`config.mk`:
```
export PLATFORM = sky130hd
export DESIGN_NAME = keypad_event_ctrl_flat
export DESIGN_NICKNAME = d
export VERILOG_FILES = /design/src/rtl/keypad_event_ctrl_if.sv /design/src/rtl/keypad_event_ctrl.sv /design/src/flat_wrapper.sv
export SDC_FILE = /design/constraint.sdc
export NUM_CORES = 1
export LEC_CHECK = 0
export ABC_AREA = 1
export CAP_MARGIN = 10
export CORE_MARGIN = 5
export CORE_UTILIZATION = 38
export DETAILED_ROUTE_END_ITERATION = 7
export PLACE_DENSITY = 0.55
export SLEW_MARGIN = 40
export SYNTH_ARGS = -nofsm -noshare
export SYNTH_HDL_FRONTEND = slang
export SYNTH_SLANG_ARGS = --single-unit
export TNS_END_PERCENT = 30
```
`constraint.sdc`:
```
create_clock -name clk -period 6.4 [get_ports clk]
set_clock_uncertainty 0.15 [all_clocks]
set_input_delay 1.6 -clock clk [delete_from_list [all_inputs] [get_ports clk]]
set_output_delay 1.6 -clock clk [all_outputs]
set_load 0.02 [all_outputs]
```
`src/rtl/keypad_event_ctrl_if.sv`:
```
// Key-event handshake between keypad_event_ctrl (master) and its consumer
// (slave). One 5-bit event moves per cycle in which ev_valid & ev_ready.
//   ev_valid : head event present (FIFO non-empty)
//   ev_code  : {press, key_idx[3:0]}; forced to 0 when ev_valid = 0
//   ev_ready : consumer accepts the head event
interface keypad_event_ctrl_if;
  logic       ev_valid;
  logic [4:0] ev_code;
  logic       ev_ready;

  modport master (output ev_valid, ev_code, input  ev_ready);
  modport slave  (input  ev_valid, ev_code, output ev_ready);
endinterface

```
`src/rtl/keypad_event_ctrl.sv`:
```
// keypad_event_ctrl: paces a 4x4 keypad scanner, turns the 16 debounced key
// levels into press/release events and queues them for a consumer.
//   clk         : system clock, rising edge
//   rst_n       : asynchronous active-low reset
//   enable_i    : 1 = divider runs; 0 = divider held at 0, no tick
//   keys_i      : debounced key levels, bit i = key code i, 1 = pressed
//   scan_tick_o : one-cycle pulse every CLK_DIV clocks (column advance)
//   key_any_o   : registered OR of the sampled key levels
//   overflow_o  : sticky, set when an edge merged into a pending one
//   ovf_clr_i   : clears overflow_o (a same-cycle loss keeps it set)
//   ev_if       : event handshake (master side)

// Per-key slice: two-stage sampler, edge detect and the press/release
// pending bits for a single key.
module keypad_key_slice (
  input  logic clk,
  input  logic rst_n,
  input  logic key_i,
  input  logic grant_p_i,
  input  logic grant_r_i,
  output logic k1_o,
  output logic pp_o,
  output logic pr_o,
  output logic lost_o
);
  logic k1_q, k2_q, pp_q, pr_q;
  logic rise, fall;

  assign rise = k1_q & ~k2_q;
  assign fall = ~k1_q & k2_q;

  // An edge landing on a still-pending bit of the same kind merges with it;
  // a bit being granted this cycle has already left, so nothing is lost.
  assign lost_o = (rise & pp_q & ~grant_p_i) | (fall & pr_q & ~grant_r_i);

  assign k1_o = k1_q;
  assign pp_o = pp_q;
  assign pr_o = pr_q;

  always_ff @(posedge clk or negedge rst_n) begin
    if (!rst_n) begin
      k1_q <= 1'b0;
      k2_q <= 1'b0;
      pp_q <= 1'b0;
      pr_q <= 1'b0;
    end else begin
      k1_q <= key_i;
      k2_q <= k1_q;
      pp_q <= (pp_q & ~grant_p_i) | rise;
      pr_q <= (pr_q & ~grant_r_i) | fall;
    end
  end
endmodule

module keypad_event_ctrl #(
  parameter int CLK_DIV = 50000,
  parameter int DEPTH   = 4
) (
  input  logic                clk,
  input  logic                rst_n,
  input  logic                enable_i,
  input  logic [15:0]         keys_i,
  output logic                scan_tick_o,
  output logic                key_any_o,
  output logic                overflow_o,
  input  logic                ovf_clr_i,
  keypad_event_ctrl_if.master ev_if
);
  localparam int NUM_KEYS = 16;
  localparam int CW       = $clog2(CLK_DIV);
  localparam int AW       = $clog2(DEPTH);

  localparam logic [CW-1:0] DIV_LAST = CW'(CLK_DIV - 1);
  localparam logic [CW-1:0] DIV_ONE  = CW'(1);
  localparam logic [AW:0]   CNT_FULL = (AW+1)'(DEPTH);
  localparam logic [AW:0]   CNT_ONE  = (AW+1)'(1);
  localparam logic [AW-1:0] PTR_ONE  = AW'(1);

  // ---------------- scan divider ----------------
  logic [CW-1:0] div_q;

  always_ff @(posedge clk or negedge rst_n) begin
    if (!rst_n)                div_q <= '0;
    else if (!enable_i)        div_q <= '0;
    else if (div_q == DIV_LAST) div_q <= '0;
    else                       div_q <= div_q + DIV_ONE;
  end

  assign scan_tick_o = enable_i & (div_q == DIV_LAST);

  // ---------------- per-key sampling / pending ----------------
  logic [NUM_KEYS-1:0] k1, pp, pr, lost, grant_p, grant_r;

  for (genvar g = 0; g < NUM_KEYS; g++) begin : g_key
    keypad_key_slice u_slice (
      .clk      (clk),
      .rst_n    (rst_n),
      .key_i    (keys_i[g]),
      .grant_p_i(grant_p[g]),
      .grant_r_i(grant_r[g]),
      .k1_o     (k1[g]),
      .pp_o     (pp[g]),
      .pr_o     (pr[g]),
      .lost_o   (lost[g])
    );
  end

  // ---------------- selector ----------------
  logic [AW:0]   cnt_q;
  logic [AW-1:0] wr_q, rd_q;
  logic [DEPTH-1:0][4:0] mem_q;

  logic       has_room, push, pop, p_any, r_any;
  logic [3:0] p_idx, r_idx;
  logic [4:0] push_code;

  assign p_any = |pp;
  assign r_any = |pr;

  // Lowest set index wins: scan downward so the last hit is the lowest.
  always_comb begin
    p_idx = '0;
    r_idx = '0;
    for (int i = NUM_KEYS - 1; i >= 0; i--) begin
      if (pp[i]) p_idx = 4'(i);
      if (pr[i]) r_idx = 4'(i);
    end
  end

  // Room is judged on the count at the start of the cycle, so a pop from a
  // full FIFO does not open a slot until the next cycle.
  assign has_room  = (cnt_q < CNT_FULL);
  assign push      = has_room & (p_any | r_any);
  assign push_code = p_any ? {1'b1, p_idx} : {1'b0, r_idx};
  assign grant_p   = (push & p_any)  ? (16'd1 << p_idx) : '0;
  assign grant_r   = (push & ~p_any) ? (16'd1 << r_idx) : '0;

  // ---------------- event FIFO (first-word fall-through) ----------------
  assign ev_if.ev_valid = (cnt_q != '0);
  assign ev_if.ev_code  = ev_if.ev_valid ? mem_q[rd_q] : 5'd0;
  assign pop            = ev_if.ev_valid & ev_if.ev_ready;

  always_ff @(posedge clk or negedge rst_n) begin
    if (!rst_n) begin
      cnt_q <= '0;
      wr_q  <= '0;
      rd_q  <= '0;
      mem_q <= '0;
    end else begin
      if (push) begin
        mem_q[wr_q] <= push_code;
        wr_q        <= wr_q + PTR_ONE;
      end
      if (pop) rd_q <= rd_q + PTR_ONE;
      case ({push, pop})
        2'b10:   cnt_q <= cnt_q + CNT_ONE;
        2'b01:   cnt_q <= cnt_q - CNT_ONE;
        default: cnt_q <= cnt_q;
      endcase
    end
  end

  // ---------------- status flags ----------------
  logic key_any_q, overflow_q;

  always_ff @(posedge clk or negedge rst_n) begin
    if (!rst_n) begin
      key_any_q  <= 1'b0;
      overflow_q <= 1'b0;
    end else begin
      key_any_q <= |k1;
      if (|lost)          overflow_q <= 1'b1;
      else if (ovf_clr_i) overflow_q <= 1'b0;
    end
  end

  assign key_any_o  = key_any_q;
  assign overflow_o = overflow_q;
endmodule

```
`src/flat_wrapper.sv`:
```
// flat-port wrapper written by rule: the top's interface ports become plain ports
module keypad_event_ctrl_flat 
#(
  parameter int CLK_DIV = 50000,
  parameter int DEPTH   = 4
)
  (clk, rst_n, enable_i, keys_i, scan_tick_o, key_any_o, overflow_o, ovf_clr_i, ev_if_ev_valid, ev_if_ev_code, ev_if_ev_ready);
  keypad_event_ctrl_if ev_if_i ();
  input  logic clk;
  input  logic rst_n;
  input  logic enable_i;
  input  logic [15:0] keys_i;
  output logic scan_tick_o;
  output logic key_any_o;
  output logic overflow_o;
  input  logic ovf_clr_i;
  output wire logic [$bits(ev_if_i.ev_valid)-1:0] ev_if_ev_valid;
  output wire logic [$bits(ev_if_i.ev_code)-1:0] ev_if_ev_code;
  input wire logic [$bits(ev_if_i.ev_ready)-1:0] ev_if_ev_ready;
  assign ev_if_ev_valid = ev_if_i.ev_valid;
  assign ev_if_ev_code = ev_if_i.ev_code;
  assign ev_if_i.ev_ready = ev_if_ev_ready;
  keypad_event_ctrl #(.CLK_DIV(CLK_DIV), .DEPTH(DEPTH)) u_core (.clk(clk), .rst_n(rst_n), .enable_i(enable_i), .keys_i(keys_i), .scan_tick_o(scan_tick_o), .key_any_o(key_any_o), .overflow_o(overflow_o), .ovf_clr_i(ovf_clr_i), .ev_if(ev_if_i));
endmodule
```
==> flow_summary.yaml, run 1 <==
outcome:
  status: "finished clean"
placement:
  gp_congestion: 0.876
  post_dp_cell_area_sq_mm: 0.00599
  io_buffers: 29
  hpwl_um: 9550
clocking:
  cts_max_path_buffers: 2
  clk_latency_ns: 0.35
  cts.sinks: 109
  cts_tree: "done"
  cts-resized-gates: 0
  ctsHoldBuffers: 0
  ctsHtreeMaxLevel: 3
  cts_inserted_buffers: 9
  root_buffer: "clkbuf_16"
  clk_pin_slew_ns: 0.07
  post-cts-setup-buffer-count: 0
sta:
  max_clock_freq_mhz: 215
  setup-violations-final: 0
  worstMarginPinSlew_ns: 0.704
  min_period_ns: 4.65
  max_slew_margin_pct: 52.9
  min_period_over_period_pct: 72.7
  slew_violations: 0
  fin_tns_setup_ns: 0
  rsz0062_at_grt: "false"
  hold_violations: 0
setup_path:
  critPathMaxFanout: 4
  reg2reg_slack_ns: 3.66
  critPathKind: "primary input to output pin"
  endpoint_kind: "output pin"
  cp-start-kind: "primary input"
  crit_arrival_ns: 2.90
  critPathRequiredTime_ns: 4.65
grt:
  overflow: 0
  antenna_found_initial: 0
  grt_pass1_wl_um: 20700
  track_usage_pct: 15.8
  grt_pass1_vias: 4156
  grt_max_degree: 61
drt:
  drtIter0Drc: 250
  viasPerCell: 4.86
  dr.pass1.iters: 4
  wl_um: 12300
  vias: 4203
  postRouteAntennaNets: 0
  wl_per_cell_um: 14.3
  drc: 0
layout:
  fin_nets: 709
  syn_to_final_growth_pct: 14.5
  antenna_cells: 0
  drive_above_1_share_pct: 14.3
  final_common_cell: "nand2_1"
  final_cell_mix: "nand2_1 (128), dfrtp_1 (109), inv_1 (86)"
  finalInstanceArea_sq_mm: 0.00628
  final_core_util_pct: 44.9
flow_run:
  drv_cap: 0
power_and_ir_drop:
  ir_drop_mv: 0.155
  leakagePower_nw: 2.89
  power_density_mw_per_mm2: 303
logic_synthesis:
  synth-main-ff-cell: "dfrtp_1"
  synth.ff_latch_count: 109
  synthCells: 644
  syn_nets: 672
  synth_cell_types: 42
  avgSynthCellArea_sq_um: 8.51
  synth_area_sq_mm: 0.00548
  ys_warn_count: 0
  synth-edff-count: 0
  seq_area_frac_synth_pct: 49.8
  async_flop_share_pct: 100
worst_hold_path:
  hp-class: "flip-flop to flip-flop"
die:
  coreArea_sq_mm: 0.0140
  die_w_um: 130
  num_rows: 43
  io_pins: 30
  fp.dieH_um: 130
  start_util_pct: 39.2
  dieArea_sq_mm: 0.0169
==> state kept, by name, summed over array words and instances (netlist names) <==
name	count
u_core.cnt_q	3
u_core.div_q	16
u_core.g_key.u_slice.k1_o	16
u_core.g_key.u_slice.k2_q	16
u_core.g_key.u_slice.pp_o	16
u_core.g_key.u_slice.pr_o	16
u_core.key_any_o	1
u_core.mem_q	20
u_core.overflow_o	1
u_core.rd_q	2
u_core.wr_q	2
==> where the power goes <==
group | switching (mW) | leakage [nW] | internal [mW]
sequential | 0.0728 | 1.24 | 0.763
clock | 0.245 | 0.132 | 0.301
combinational | 0.322 | 1.53 | 0.201
total | 0.640 | 2.89 | 1.26
==> cell usage after synthesis, types with 5 or more instances <==
library cell	number	area share, %
a21oi_1	20	1.8
dfrtp_1	109	50
ha_1	6	1.4
inv_1	86	5.9
inv_2	19	1.3
mux2_2	8	1.6
nand2_1	128	8.8
nand2_2	5	0.57
nand2_4	6	1.2
nand3_1	27	2.5
nand4_1	26	3.0
nor2_1	58	4.0
nor2_2	12	1.4
nor2_4	6	1.2
nor3_1	11	1.0
nor4_1	7	0.80
o21ai_0	47	4.3
o21ai_1	9	0.82
or2_2	6	0.69
==> worst paths after layout <==
kind                                                         start                                      end  cells past startpoint
setup / recovery                                          enable_i                              scan_tick_o                      4
hold / removal             u_core.g_key[15].u_slice.k1_o$_DFF_PN0_  u_core.g_key[15].u_slice.k2_q$_DFF_PN0_                      0
setup reg to reg            u_core.g_key[4].u_slice.pp_o$_DFF_PN0_              u_core.cnt_q[2]$_DFFE_PN0P_                     13
hold reg to reg            u_core.g_key[15].u_slice.k1_o$_DFF_PN0_  u_core.g_key[15].u_slice.k2_q$_DFF_PN0_                      0
max in group asynchronous                                    rst_n  u_core.g_key[12].u_slice.pr_o$_DFF_PN0_                      2
min in group asynchronous                                    rst_n             u_core.mem_q[13]$_DFFE_PN0P_                      1
==> per-stage QoR <==
stage	setup WS (ns)	hold slack, ns	total power, mW	cells
4_1_cts	1.74	0.258	1.93	865
6_report	1.75	0.258	1.90	865
5_1_grt	1.69	0.271	2.03	865
2_1_floorplan	2.70	0.224	1.19	644
3_5_place_dp	1.74	0.242	1.37	850
3_3_place_gp	1.75	0.240	1.35	850
==> logic make-up (layout without fill, tap and decap cells) <==
| kind of cell | after synthesis | in the layout | synth area share, % |
|---|---|---|---|
| XOR/XNOR | 6 | 6 | 0.959 |
| buffers and inverters | 112 | 153 | 7.72 |
| AO/OA/AOI/OAI | 92 | 92 | 9.22 |
| flip-flops | 109 | 109 | 49.8 |
| multiplexers | 8 | 8 | 1.64 |
| AND/OR/NAND/NOR | 310 | 310 | 28.9 |
| adder cells (fa/ha/maj) | 7 | 7 | 1.74 |
==> final cells by class <==
type                            count  area (sq um)
Timing Repair Buffer               30           299
Sequential cell                   109          2730
Clock inverter                      4          50.0
Multi-Input combinational cell    423          2330
Tap cell                          180           225
Inverter                          108           408
Fill cell                        1380          7710
Clock buffer                       11           233
==> per-layer routing <==
metal	global-route usage, %	vias to the layer above	part of all wire (%)
li1	-	2157	-
met4	6.54	0	2.4
met5	0	-	0
met2	24.0	49	45
met3	3.52	22	3.5
met1	21.8	1975	49
==> worst max-delay path, cell delays in order <==
cell	delay [ns]
clkdlybuf4s50_1	0.50
inv_1	0.09
nor2_1	0.10
clkdlybuf4s50_1	0.61
Note: power is estimated with default switching activity, not from simulation.
==> run 2: changes to the inputs <==
--- a/config.mk
+++ b/config.mk
@@ -10,7 +10,7 @@
 export CORE_MARGIN = 5
 export CORE_UTILIZATION = 38
 export DETAILED_ROUTE_END_ITERATION = 7
-export PLACE_DENSITY = 0.55
+export PLACE_DENSITY = 0.57
 export SLEW_MARGIN = 40
 export SYNTH_ARGS = -nofsm -noshare
 export SYNTH_HDL_FRONTEND = slang
==> constraint.sdc (replaced) <==
create_clock -name clk -period 3.8 [get_ports clk]
set_clock_uncertainty 0.15 [all_clocks]
set_input_delay 0.95 -clock clk [delete_from_list [all_inputs] [get_ports clk]]
set_output_delay 0.95 -clock clk [all_outputs]
set_load 0.02 [all_outputs]
==> flow_summary.yaml, run 2 (synthesized netlist as in run 1, its figures left out) <==
placement:
  post_dp_cell_area_sq_mm: 0.00601
  gp_congestion: 0.861
  io_buffers: 29
  hpwl_um: 9550
  pre_cts_ws_ns: 0.413
drt:
  postRouteAntennaNets: 0
  dr.pass1.iters: 5
  wl_per_cell_um: 14.1
  drtIter0Drc: 272
  drc: 0
  wl_um: 12200
  vias: 4323
  viasPerCell: 4.99
power_and_ir_drop:
  ir_drop_mv: 0.244
  leakagePower_nw: 2.91
  power_density_mw_per_mm2: 507
  power.total_mw: 3.19
setup_path:
  ff2ff_path_depth: 13
  endpoint_kind: "output pin"
  worstReg2RegStart: "u_core.g_key[0].u_slice.pp_o$_DFF_PN0_"
  critPathMaxFanout: 4
  crit_arrival_ns: 2.27
  cp-start-kind: "primary input"
  critPathKind: "primary input to output pin"
  cp-endpoint: "scan_tick_o"
  crit_start: "enable_i"
  r2r_end: "u_core.cnt_q[2]$_DFFE_PN0P_"
  critPathRequiredTime_ns: 2.70
  reg2reg_slack_ns: 1.06
worst_hold_path:
  hold-path-cell-count: 0
  hp-class: "flip-flop to flip-flop"
sta:
  max_clock_freq_mhz: 297
  fin_tns_setup_ns: 0
  setup_slack_ns: 0.430
  max_slew_margin_pct: 58.6
  min_period_over_period_pct: 88.7
  rsz0062_at_grt: "false"
  setup-violations-final: 0
  slew_violations: 0
  hold_violations: 0
  min_period_ns: 3.37
  worstMarginPinSlew_ns: 0.614
layout:
  nFillCells: 1392
  top_register: "u_core.mem_q"
  fin_nets: 710
  final_common_cell: "nand2_1"
  drive_above_1_share_pct: 14.4
  antenna_cells: 0
  final_cell_mix: "nand2_1 (128), dfrtp_1 (109), inv_1 (86)"
  largest_reg_flops: 20
  finalInstanceArea_sq_mm: 0.00630
  syn_to_final_growth_pct: 14.9
outcome:
  status: "finished clean"
die:
  num_rows: 43
  dieArea_sq_mm: 0.0169
  io_pins: 30
  start_util_pct: 39.2
  die_w_um: 130
  coreArea_sq_mm: 0.0140
  fp.dieH_um: 130
grt:
  track_usage_pct: 15.9
  grt_max_degree: 67
  overflow: 0
  grt_pass1_wl_um: 21000
  grt_pass1_vias: 4291
  antenna_found_initial: 0
clocking:
  cts.sinks: 109
  clk_pin_slew_ns: 0.07
  cts-resized-gates: 0
  cts_max_path_buffers: 2
  post-cts-setup-buffer-count: 0
  ctsHoldBuffers: 0
  clk_latency_ns: 0.35
  cts_inserted_buffers: 9
  ctsHtreeMaxLevel: 3
  root_buffer: "clkbuf_16"
  cts_tree: "done"
flow_run:
  drv_cap: 0
==> run 2: cell count changes in the layout (fill, tap and decap cells not counted), sizes merged <==
cell / delta
buf: +1
clkbuf: +3
clkinvlp: -1
bufinv: -1
==> run 2: final cells by class <==
class                           count  area (sq um)  share of cell area (%)
Clock inverter                      2          16.3                   0.258
Timing Repair Buffer               31           315                    5.01
Tap cell                          180           225                    3.58
Clock buffer                       14           274                    4.35
Multi-Input combinational cell    423          2330                    37.0
Sequential cell                   109          2730                    43.3
Inverter                          108           408                    6.48
==> run 2: critical path, stage by stage <==
cell and delay (ns):
clkdlybuf4s50_1 0.50, inv_1 0.09, nor2_1 0.11, clkdlybuf4s50_1 0.61
==> run 2: worst min-delay path by stage <==
stage / start / endpoint / slack (ns)
final: u_core.g_key[15].u_slice.k1_o$_DFF_PN0_ / u_core.g_key[15].u_slice.k2_q$_DFF_PN0_ / 0.25
after global routing: u_core.g_key[15].u_slice.k1_o$_DFF_PN0_ / u_core.g_key[15].u_slice.k2_q$_DFF_PN0_ / 0.27
after CTS: u_core.g_key[15].u_slice.k1_o$_DFF_PN0_ / u_core.g_key[15].u_slice.k2_q$_DFF_PN0_ / 0.26
after detailed placement: u_core.g_key[15].u_slice.k1_o$_DFF_PN0_ / u_core.g_key[15].u_slice.k2_q$_DFF_PN0_ / 0.24
after global placement: u_core.g_key[15].u_slice.k1_o$_DFF_PN0_ / u_core.g_key[15].u_slice.k2_q$_DFF_PN0_ / 0.24
after floorplan: u_core.g_key[11].u_slice.k1_o$_DFF_PN0_ / u_core.g_key[11].u_slice.k2_q$_DFF_PN0_ / 0.22
==> run 2: metrics by stage <==
step | std cells | hold WS (ns) | util, %
2_1_floorplan | 644 | 0.224 | -
3_3_place_gp | 851 | 0.238 | 42.9
3_5_place_dp | 851 | 0.238 | 42.9
4_1_cts | 867 | 0.256 | 45.0
5_1_grt | 867 | 0.267 | 45.0
6_report | 867 | 0.254 | 45.0
==> run 2: power breakdown <==
| group | internal (mW) | leakage (nW) | switching, mW |
|---|---|---|---|
| combinational | 0.344 | 1.53 | 0.542 |
| sequential | 1.29 | 1.24 | 0.113 |
| clock | 0.500 | 0.139 | 0.405 |
| total | 2.13 | 2.91 | 1.06 |
==> run 2: routing by layer <==
layer / global-route usage (%) / up-vias / part of all wire (%)
met1: 22.5 / 2088 / 49
li1: - / 2162 / -
met3: 2.58 / 16 / 3.2
met5: 0 / - / 0
met4: 5.56 / 0 / 1.7
met2: 24.9 / 57 / 46
==> run 3: changes to the inputs <==
--- a/config.mk
+++ b/config.mk
@@ -14,5 +14,6 @@
 export SLEW_MARGIN = 40
 export SYNTH_ARGS = -nofsm -noshare
 export SYNTH_HDL_FRONTEND = slang
+export SYNTH_HIERARCHICAL = 1
 export SYNTH_SLANG_ARGS = --single-unit
 export TNS_END_PERCENT = 30
==> flow_summary.yaml, run 3 <==
die:
  fp.dieH_um: 130
  coreArea_sq_mm: 0.0144
  io_pins: 30
  num_rows: 44
  start_util_pct: 38.4
  die_w_um: 130
  dieArea_sq_mm: 0.0170
logic_synthesis:
  synth_area_sq_mm: 0.00551
  async_flop_share_pct: 100
  syn_nets: 755
  synth_top_cell_area_share_pct: 49.5
  synth_cell_types: 34
  synth-main-ff-cell: "dfrtp_1"
  netlist_top_cells_area: "dfrtp_1 (49%), inv_1 (11%), nand2_1 (9.5%)"
  yosys.area.top_type: "dfrtp_1"
  seq_area_frac_synth_pct: 49.5
  synth_most_common_cell: "inv_1"
  synthTopCellsByCount: "inv_1 (165), nand2_1 (140), nor2_1 (130)"
  synth.ff_latch_count: 109
  synth-edff-count: 0
  avgSynthCellArea_sq_um: 7.58
  ys_warn_count: 6
  synthCells: 727
clocking:
  cts_tree: "done"
  post-cts-setup-buffer-count: 0
  clk_latency_ns: 0.36
  cts_inserted_buffers: 9
  ctsHoldBuffers: 0
  cts_max_path_buffers: 2
  clk_pin_slew_ns: 0.08
  cts.sinks: 109
  cts-resized-gates: 0
  ctsHtreeMaxLevel: 3
  root_buffer: "clkbuf_16"
sta:
  fin_tns_setup_ns: 0
  rsz0062_at_grt: "false"
  max_clock_freq_mhz: 300
  worstMarginPinSlew_ns: 0.783
  min_period_ns: 3.33
  max_slew_margin_pct: 47.4
  min_period_over_period_pct: 87.7
  setup-violations-final: 0
  hold_violations: 0
  slew_violations: 0
layout:
  final_common_cell: "inv_1"
  final_cell_mix: "inv_1 (165), nand2_1 (140), nor2_1 (130)"
  syn_to_final_growth_pct: 14.6
  fin_nets: 792
  final_core_util_pct: 44.0
  drive_above_1_share_pct: 5.85
  largest_reg_flops: 20
  antenna_cells: 0
  top_register: "u_core/mem_q"
drt:
  drc: 0
  vias: 4327
  wirelength_met1_um: 5620
  dr_wl_met2_um: 5150
  dr.pass1.iters: 4
  wl_um: 11400
  top_layer: "met4"
  viasPerCell: 4.54
  postRouteAntennaNets: 0
  drtIter0Drc: 252
  wl_met3_um: 435
  wl_per_cell_um: 12.0
placement:
  gp_congestion: 0.855
  hpwl_um: 8510
  io_buffers: 29
flow_run:
  drv_cap: 0
grt:
  antenna_found_initial: 0
  grt_max_degree: 110
  grt_pass1_vias: 4080
  track_usage_pct: 14.3
  grt_pass1_wl_um: 19100
  overflow: 0
setup_path:
  endpoint_kind: "output pin"
  critPathRequiredTime_ns: 2.70
  cp-start-kind: "primary input"
  critPathMaxFanout: 4
  critPathKind: "primary input to output pin"
  crit_arrival_ns: 2.23
power_and_ir_drop:
  leakagePower_nw: 3.27
  power_density_mw_per_mm2: 506
  power.total_mw: 3.20
  ir_drop_mv: 0.321
worst_hold_path:
  hp-class: "flip-flop to flip-flop"
outcome:
  status: "finished clean"
[run 3: final timing paths]
check                                                     endpoint  slack, ns                                    start  cells past startpoint
max in group asynchronous  u_core/g_key[11].u_slice/pp_o$_DFF_PN0_       2.52                                    rst_n                      2
hold reg to reg             u_core/g_key[5].u_slice/k2_q$_DFF_PN0_       0.28   u_core/g_key[5].u_slice/k1_o$_DFF_PN0_                      0
setup reg to reg                     u_core/overflow_o$_DFFE_PN0P_       0.88  u_core/g_key[14].u_slice/pr_o$_DFF_PN0_                     18
setup / recovery                                       scan_tick_o       0.47                                 enable_i                      4
min in group asynchronous                u_core/div_q[8]$_DFF_PN0_       0.51                                    rst_n                      2
hold / removal              u_core/g_key[5].u_slice/k2_q$_DFF_PN0_       0.28   u_core/g_key[5].u_slice/k1_o$_DFF_PN0_                      0
[run 3: per-layer routing]
metal / GRT usage (%) / vias up
met2: 22.5 / 59
met1: 19.5 / 1960
met4: 4.78 / 0
met3: 3.70 / 14
li1: - / 2294
met5: 0 / -
[run 3: cells by family (layout without fill, tap and decap cells)]
family	after synthesis	after routing	synth area share [%]
AO/OA/AOI/OAI	79	79	7.40
XOR/XNOR	7	7	1.11
adder cells (fa/ha/maj)	7	7	1.72
buffers and inverters	174	216	11.9
flip-flops	109	109	49.5
AND/OR/NAND/NOR	351	351	28.4
[run 3: final cells by class]
cell class / instances / area (sq um)
Sequential cell: 109 / 2730
Fill cell: 1414 / 8050
Inverter: 170 / 638
Clock buffer: 11 / 243
Timing Repair Buffer: 30 / 308
Clock inverter: 5 / 41.3
Multi-Input combinational cell: 444 / 2130
Tap cell: 184 / 230
[run 3: per-stage QoR]
step                instances  setup slack [ns]  instance area (sq um)  hold WS, ns
floorplan                 727              1.23                   5510        0.245
global placement          937             0.486                   6040        0.263
detailed placement        937             0.448                   6040        0.267
CTS                       953             0.444                   6320        0.284
global route              953             0.195                   6320        0.296
finish                    953             0.466                   6320        0.278
[run 3: worst max-delay path, cell delays in order]
cell and delay, ns:
clkdlybuf4s50_1 0.48, inv_1 0.08, nor2_1 0.11, clkdlybuf4s50_1 0.61
[run 3: power breakdown]
part	switching, mW	leakage, nW	internal, mW	total [mW]
sequential	0.116	1.24	1.30	1.41
combinational	0.540	1.89	0.331	0.871
clock	0.441	0.138	0.472	0.912
